### config.mk
export PLATFORM = sky130hd
export DESIGN_NAME = zc_phase_gen
export DESIGN_NICKNAME = d
export VERILOG_FILES = /design/src/rtl/zc_pkg.sv /design/src/rtl/zc_mod_add.sv /design/src/rtl/zc_phase_gen.sv
export SDC_FILE = /design/constraint.sdc
export NUM_CORES = 1
export LEC_CHECK = 0
export ABC_AREA = 1
export CORE_ASPECT_RATIO = 0.7
export CORE_MARGIN = 8
export CORE_UTILIZATION = 40
export CTS_BUF_LIST = sky130_fd_sc_hd__clkbuf_4
export DETAILED_ROUTE_END_ITERATION = 12
export PLACE_DENSITY_LB_ADDON = 0.08
export SLEW_MARGIN = 30
export SYNTH_ARGS = -nofsm -noshare
export SYNTH_HDL_FRONTEND = slang
export SYNTH_SLANG_ARGS = --single-unit
### constraint.sdc
create_clock -name clk -period 11.3 [get_ports clk]
set_input_delay 1.695 -clock clk [delete_from_list [all_inputs] [get_ports clk]]
set_output_delay 1.695 -clock clk [all_outputs]
set_load 0.01 [all_outputs]
### src/rtl/zc_pkg.sv
// Shared widths and FSM encoding for the Zadoff-Chu phase generator.
package zc_pkg;

  localparam int MZC_W     = 10;
  localparam int REC_W     = 30;
  localparam int PH_W      = 16;
  localparam int REC_SHIFT = 18;

  typedef enum logic [1:0] {
    ST_IDLE  = 2'd0,
    ST_RUN   = 2'd1,
    ST_FLUSH = 2'd2
  } zc_state_e;

endpackage

### src/rtl/zc_mod_add.sv
// Modular add (a + b) mod n for operands already reduced below n.
module zc_mod_add
  import zc_pkg::*;
#(
  parameter int W = MZC_W
) (
  input  logic [W-1:0] a,
  input  logic [W-1:0] b,
  input  logic [W-1:0] n,
  output logic [W-1:0] y
);

  logic [W:0] sum;
  logic [W:0] diff;

  // a + b < 2n, so one conditional subtract fully reduces the sum.
  assign sum  = {1'b0, a} + {1'b0, b};
  assign diff = sum - {1'b0, n};
  assign y    = (sum >= {1'b0, n}) ? diff[W-1:0] : sum[W-1:0];

endmodule

### src/rtl/zc_phase_gen.sv
// Zadoff-Chu phase generator: emits -q*n*(n+1)/(2*Nzc) turns for m = 0..Mzc-1
// using a divider-free quadratic recurrence and a reciprocal multiply.
module zc_phase_gen
  import zc_pkg::*;
#(
  parameter int PH_W      = zc_pkg::PH_W,
  parameter int REC_SHIFT = zc_pkg::REC_SHIFT
) (
  input  logic             clk,
  input  logic             rst_n,
  input  logic             start,
  input  logic [MZC_W-1:0] Mzc,
  input  logic [MZC_W-1:0] Nzc,
  input  logic [REC_W-1:0] Nzc_rec,
  input  logic [MZC_W-1:0] q,
  input  logic             out_ready,
  output logic             phase_valid,
  output logic [PH_W-1:0]  phase,
  output logic [MZC_W-1:0] m_idx,
  output logic             busy,
  output logic             done,
  output logic             err
);

  localparam int PROD_W = REC_W + MZC_W;

  zc_state_e state;

  logic [MZC_W-1:0] mzc_cfg;
  logic [MZC_W-1:0] nzc_cfg;
  logic [MZC_W-1:0] q_cfg;
  logic [REC_W-1:0] rec_cfg;

  logic             vld_p1;
  logic [MZC_W-1:0] n_p1;
  logic [MZC_W-1:0] r_p1;
  logic [MZC_W-1:0] d_p1;
  logic [MZC_W-1:0] m_p1;
  logic [MZC_W-1:0] r_nxt_p1;
  logic [MZC_W-1:0] d_nxt_p1;

  logic             vld_p2;
  logic [PH_W-1:0]  frac_p2;
  logic [MZC_W-1:0] m_p2;

  logic q_ok;
  logic accept;
  logic take_p2;
  logic adv_p1;
  logic last_p1;
  logic wrap_p1;
  logic last_p2;

  // Fraction of a turn for r/Nzc, kept before the final negation.
  function automatic logic [PH_W-1:0] frac_of(input logic [MZC_W-1:0] r,
                                              input logic [REC_W-1:0] rec);
    logic [PROD_W-1:0] prod;
    prod = PROD_W'(r) * PROD_W'(rec);
    return PH_W'(prod >> REC_SHIFT);
  endfunction

  // Negative rotation, modulo one full turn; zero stays zero.
  function automatic logic [PH_W-1:0] neg_turn(input logic [PH_W-1:0] p);
    return PH_W'(-p);
  endfunction

  assign q_ok    = (q != '0) && (q < Nzc);
  assign accept  = (state == ST_IDLE) && start && q_ok;
  assign take_p2 = !vld_p2 || out_ready;
  assign adv_p1  = vld_p1 && take_p2;
  assign last_p1 = (m_p1 == mzc_cfg - MZC_W'(1));
  assign wrap_p1 = (n_p1 == nzc_cfg - MZC_W'(1));
  assign last_p2 = (m_p2 == mzc_cfg - MZC_W'(1));

  zc_mod_add #(.W(MZC_W)) u_add_r (
    .a (r_p1),
    .b (d_p1),
    .n (nzc_cfg),
    .y (r_nxt_p1)
  );

  zc_mod_add #(.W(MZC_W)) u_add_d (
    .a (d_p1),
    .b (q_cfg),
    .n (nzc_cfg),
    .y (d_nxt_p1)
  );

  always_ff @(posedge clk) begin
    if (!rst_n) begin
      state <= ST_IDLE;
      err   <= 1'b0;
    end else begin
      err <= (state == ST_IDLE) && start && !q_ok;
      case (state)
        ST_IDLE:  if (accept)            state <= ST_RUN;
        ST_RUN:   if (adv_p1 && last_p1) state <= ST_FLUSH;
        ST_FLUSH: if (done)              state <= ST_IDLE;
        default:                         state <= ST_IDLE;
      endcase
    end
  end

  always_ff @(posedge clk) begin
    if (accept) begin
      mzc_cfg <= Mzc;
      nzc_cfg <= Nzc;
      q_cfg   <= q;
      rec_cfg <= Nzc_rec;
    end
  end

  // ---- stage 1: quadratic recurrence r = q*n*(n+1)/2 mod Nzc ----
  always_ff @(posedge clk) begin
    if (!rst_n) begin
      vld_p1 <= 1'b0;
      n_p1   <= '0;
      r_p1   <= '0;
      d_p1   <= '0;
      m_p1   <= '0;
    end else if (accept) begin
      vld_p1 <= 1'b1;
      n_p1   <= '0;
      r_p1   <= '0;
      d_p1   <= q;
      m_p1   <= '0;
    end else if (adv_p1) begin
      m_p1 <= m_p1 + MZC_W'(1);
      if (last_p1) vld_p1 <= 1'b0;
      if (wrap_p1) begin
        n_p1 <= '0;
        r_p1 <= '0;
        d_p1 <= q_cfg;
      end else begin
        n_p1 <= n_p1 + MZC_W'(1);
        r_p1 <= r_nxt_p1;
        d_p1 <= d_nxt_p1;
      end
    end
  end

  // ---- stage 2: reciprocal multiply, registered ----
  always_ff @(posedge clk) begin
    if (!rst_n) begin
      vld_p2  <= 1'b0;
      frac_p2 <= '0;
      m_p2    <= '0;
    end else if (take_p2) begin
      vld_p2 <= vld_p1;
      if (vld_p1) begin
        frac_p2 <= frac_of(r_p1, rec_cfg);
        m_p2    <= m_p1;
      end
    end
  end

  assign phase_valid = vld_p2;
  assign phase       = neg_turn(frac_p2);
  assign m_idx       = m_p2;
  assign busy        = (state != ST_IDLE);
  assign done        = vld_p2 && out_ready && last_p2;

endmodule

==> metrics.txt <==
# TYPE chip_impl_metric gauge
chip_impl_info{name="status",value="finished, final reports clean"} 1
chip_impl_metric{name="finClkSkew",unit="ps"} 26.1
chip_impl_info{name="synth.largest_area_cell",value="fa_1"} 1
chip_impl_metric{name="place_congestion",unit=""} 0.902
chip_impl_info{name="startpoint_type",value="register"} 1
chip_impl_metric{name="worst_ep_required_time",unit="ps"} 11850
chip_impl_metric{name="grt_start_max_net_pins",unit=""} 56
chip_impl_metric{name="ff2ff_path_depth",unit=""} 20
chip_impl_metric{name="max_cap_viol_count",unit=""} 0
chip_impl_metric{name="sum_of_negative_setup_slack",unit="ps"} 0
chip_impl_metric{name="power_density",unit="mW/mm^2"} 114
chip_impl_info{name="whs_endpoint",value="r_p1[8]"} 1
chip_impl_info{name="cts_tree",value="yes"} 1
chip_impl_metric{name="reg_power_frac",unit=""} 0.288
chip_impl_metric{name="power.net_switching",unit="mW"} 1.04
chip_impl_metric{name="filler_cell_count",unit=""} 4392
chip_impl_metric{name="final-instance-count-excl-fill",unit=""} 2963
chip_impl_metric{name="floorplan.die.width",unit="um"} 263
chip_impl_metric{name="cts.htree.levels",unit=""} 4
chip_impl_metric{name="core_area",unit="mm^2"} 0.0423
chip_impl_metric{name="switching_share",unit=""} 0.486
chip_impl_metric{name="placed_cells_incl_taps",unit=""} 2928
chip_impl_metric{name="yosys.area.top_type_share",unit=""} 0.249
chip_impl_metric{name="cts_repair_resize_count",unit=""} 0
chip_impl_metric{name="yosysWarnings",unit=""} 0
chip_impl_metric{name="cts_buffers",unit=""} 17
chip_impl_metric{name="wire_length_of_the_first_global_routing_pass",unit="mm"} 83.2
chip_impl_metric{name="critical_path.max_fanout",unit=""} 25
chip_impl_metric{name="mappedNetlistNets",unit=""} 2727
chip_impl_info{name="regToRegEndpoint",value="frac_p2[9]"} 1
chip_impl_metric{name="setup_viol",unit=""} 0
chip_impl_metric{name="die_area",unit="mm^2"} 0.0497
chip_impl_metric{name="mapped_cell_area",unit="mm^2"} 0.0171
chip_impl_info{name="netlist_top_cells_area",value="fa_1 25%, nand2_1 15%, inv_1 12%"} 1
chip_impl_metric{name="fraction_of_layout_instances_using_a_drive_strength_above_1",unit=""} 0.0316
chip_impl_metric{name="syn-instance-count",unit=""} 2347
chip_impl_metric{name="via_count",unit=""} 14700
chip_impl_metric{name="initial_utilization",unit=""} 0.404
chip_impl_info{name="grt.busiest_layer",value="met2"} 1
chip_impl_metric{name="worstHoldPathCells",unit=""} 2
chip_impl_metric{name="grt_antenna_before_repair",unit=""} 1
chip_impl_info{name="layout_commonest_cell",value="nand2_1"} 1
chip_impl_metric{name="cts_post_setup_buffers_inserted",unit=""} 0
chip_impl_metric{name="totalWireLength",unit="mm"} 51.1
chip_impl_metric{name="avgRoutedWirePerCell",unit="um"} 17.2
chip_impl_metric{name="clock_power_share",unit=""} 0.172
chip_impl_metric{name="number_of_enable_flip_flop_cells_after_synthesis",unit=""} 60
chip_impl_metric{name="path_clk_slew",unit="ps"} 160
chip_impl_metric{name="areaGrowthSynthToFinish",unit="%"} 10.0
chip_impl_metric{name="hpwl",unit="mm"} 40.6
chip_impl_metric{name="globalRoute.totalOverflow",unit=""} 0
chip_impl_metric{name="route.antenna.remaining_nets",unit=""} 0
chip_impl_metric{name="proportion_of_synthesized_chip_area_in_sequential_cells",unit=""} 0.189
chip_impl_metric{name="drt-pass1-iter-count",unit=""} 8
chip_impl_metric{name="globalRouteTotalUtil",unit=""} 0.211
chip_impl_metric{name="gr-usage-met2",unit=""} 0.319
chip_impl_metric{name="fin_crit_sh",unit=""} 0.539
chip_impl_metric{name="drc",unit=""} 0
chip_impl_info{name="timing.rr.start",value="r_p1[1]"} 1
chip_impl_metric{name="period_minus_slack",unit="ps"} 6090
chip_impl_info{name="hp-class",value="reg2reg"} 1
chip_impl_metric{name="cellInternalPower",unit="mW"} 1.10
chip_impl_metric{name="clk-insertion-delay-late",unit="ps"} 630
chip_impl_metric{name="buffer_ports.inserted",unit=""} 93
chip_impl_metric{name="nNetsFinal",unit=""} 2775
chip_impl_metric{name="ff2ff_setup_slack",unit="ps"} 5210
chip_impl_info{name="holdCritStartpoint",value="r_p1[8]"} 1
chip_impl_metric{name="global_route.usage.met3",unit=""} 0.0365
chip_impl_metric{name="ir_drop_worst_vdd",unit="uV"} 58.1
chip_impl_metric{name="standard_cell_row_count",unit=""} 63
chip_impl_metric{name="final-max-slew-violation-count",unit=""} 0
chip_impl_metric{name="p_comb_frac",unit=""} 0.539
chip_impl_metric{name="cts_sinks",unit=""} 131
chip_impl_info{name="grt_setup_unrepaired",value="no"} 1
chip_impl_metric{name="ys_types",unit=""} 40
chip_impl_metric{name="arrival",unit="ps"} 6640
chip_impl_metric{name="timing_worst_slew_pin_value",unit="ps"} 952
chip_impl_metric{name="timing.slew.headroom",unit=""} 0.360
chip_impl_metric{name="synth-seq-cells",unit=""} 131
chip_impl_metric{name="max_freq",unit="MHz"} 164
chip_impl_metric{name="synthArstFlopShare",unit=""} 0
chip_impl_metric{name="finalHoldViolations",unit=""} 0
chip_impl_metric{name="clockBufferDepth",unit=""} 2
chip_impl_metric{name="timing.hold.ws",unit="ps"} 476
chip_impl_info{name="worstSetupEndpointType",value="register"} 1
chip_impl_metric{name="groute.layer.met1.usage",unit=""} 0.314
chip_impl_metric{name="vias_per_cell",unit=""} 4.95
chip_impl_metric{name="die_h",unit="um"} 189
chip_impl_metric{name="hold_buffer_count_at_cts",unit=""} 0
chip_impl_info{name="layout.cells.most_common_list",value="662 x nand2_1, 535 x inv_1, 212 x fa_1, 131 x nor2_1, 115 x a21oi_1"} 1
chip_impl_metric{name="io_pins",unit=""} 94
chip_impl_info{name="cts_root_buf",value="clkbuf_4"} 1
chip_impl_metric{name="avgSynthCellArea",unit="um^2"} 7.28
chip_impl_metric{name="cellLeakagePower",unit="nW"} 10.2
chip_impl_metric{name="number_of_global_route_vias_before_repair",unit=""} 15100
chip_impl_info{name="ys.flop_type",value="dfxtp_1"} 1
chip_impl_metric{name="detailed_router_s_first_iteration_violation_count",unit=""} 1213
chip_impl_info{name="crit_type",value="reg2reg"} 1
metrics by stage:
step / power, mW / util / cell area [um^2] / worst slack, ps
floorplan: 1.38 / - / 17100 / 6240
global placement: 1.76 / 0.437 / 18500 / 5210
detailed placement: 1.76 / 0.437 / 18500 / 5260
CTS: 2.14 / 0.444 / 18800 / 5240
global route: 2.33 / 0.445 / 18800 / 4980
finish: 2.13 / 0.445 / 18800 / 5210
Yosys cell counts (9+ instances only):
master and instances:
clkbuf_1 54, nor2_1 131, nor2_2 9, xor2_1 63, a21o_1 10, dfxtp_1 71, nand3_1 106, a21oi_1 115
o21ai_0 58, ha_1 104, nand4_1 22, xnor2_1 21, fa_1 212, nand2_1 662, edfxtp_1 60, buf_2 14
nor3_1 20, inv_1 535, o21bai_1 10
final cells by class:
type / count / area (um^2) / share of cell area
multi-input combinational: 1599 / 11500 / 0.613
sequential: 131 / 3220 / 0.172
inverter: 539 / 2020 / 0.108
timing repair buffer: 107 / 1040 / 0.0551
tap: 552 / 691 / 0.0368
clock inverter: 14 / 158 / 0.00839
clock buffer: 18 / 135 / 0.00719
antenna: 3 / 7.51 / 0.000400
critical path: stages (launching register included):
cell	delay [ps]
dfxtp_1	610
buf_4	430
nand2_1	140
fa_1	550
inv_1	50
fa_1	480
fa_1	460
fa_1	520
inv_1	50
fa_1	480
inv_1	40
ha_1	370
nand2_1	210
nor4_1	860
nand3_1	150
nand2_1	180
nand2_1	110
nand3_1	80
nand3_1	110
nand2_1	80
inv_1	30
state kept, by name, summed over array words and instances (netlist names):
register     flops
m_idx           10
phase_valid      1
frac_p2         16
nzc_cfg         10
err              1
m_p1            10
rec_cfg         30
mzc_cfg         10
d_p1            10
q_cfg           10
n_p1            10
vld_p1           1
r_p1            10
state            2
metal layers:
metal | up-vias | wire length [um]
met5 | - | 0
li1 | 7181 | -
met3 | 42 | 3390
met1 | 7037 | 25500
met4 | 0 | 730
met2 | 413 | 21400
logic make-up after synthesis:
group           share of synthesized area
fa+ha+maj                           0.325
compound gates                     0.0710
flops                               0.189
simple gates                        0.235
buf+inv                             0.138
xor+xnor                           0.0431
worst max-delay path by stage:
| stage | start | cells after the start | endpoint |
|---|---|---|---|
| 2_1_floorplan | r_p1[1] | 21 | frac_p2[9] |
| 3_3_place_gp | r_p1[1] | 20 | frac_p2[9] |
| 3_5_place_dp | r_p1[1] | 20 | frac_p2[9] |
| 4_1_cts | r_p1[1] | 20 | frac_p2[9] |
| 5_1_grt | r_p1[1] | 20 | frac_p2[9] |
| 6_report | r_p1[1] | 20 | frac_p2[9] |
power by group through the flow:
stage          Sequential (mW)  Combinational, mW  Clock, mW
2_1_floorplan            0.579              0.805          0
3_3_place_gp             0.625               1.14          0
3_5_place_dp             0.624               1.13          0
4_1_cts                  0.614               1.15      0.384
5_1_grt                  0.621               1.31      0.403
6_report                 0.615               1.15      0.368
No activity file was read; power rests on OpenSTA's default activity.
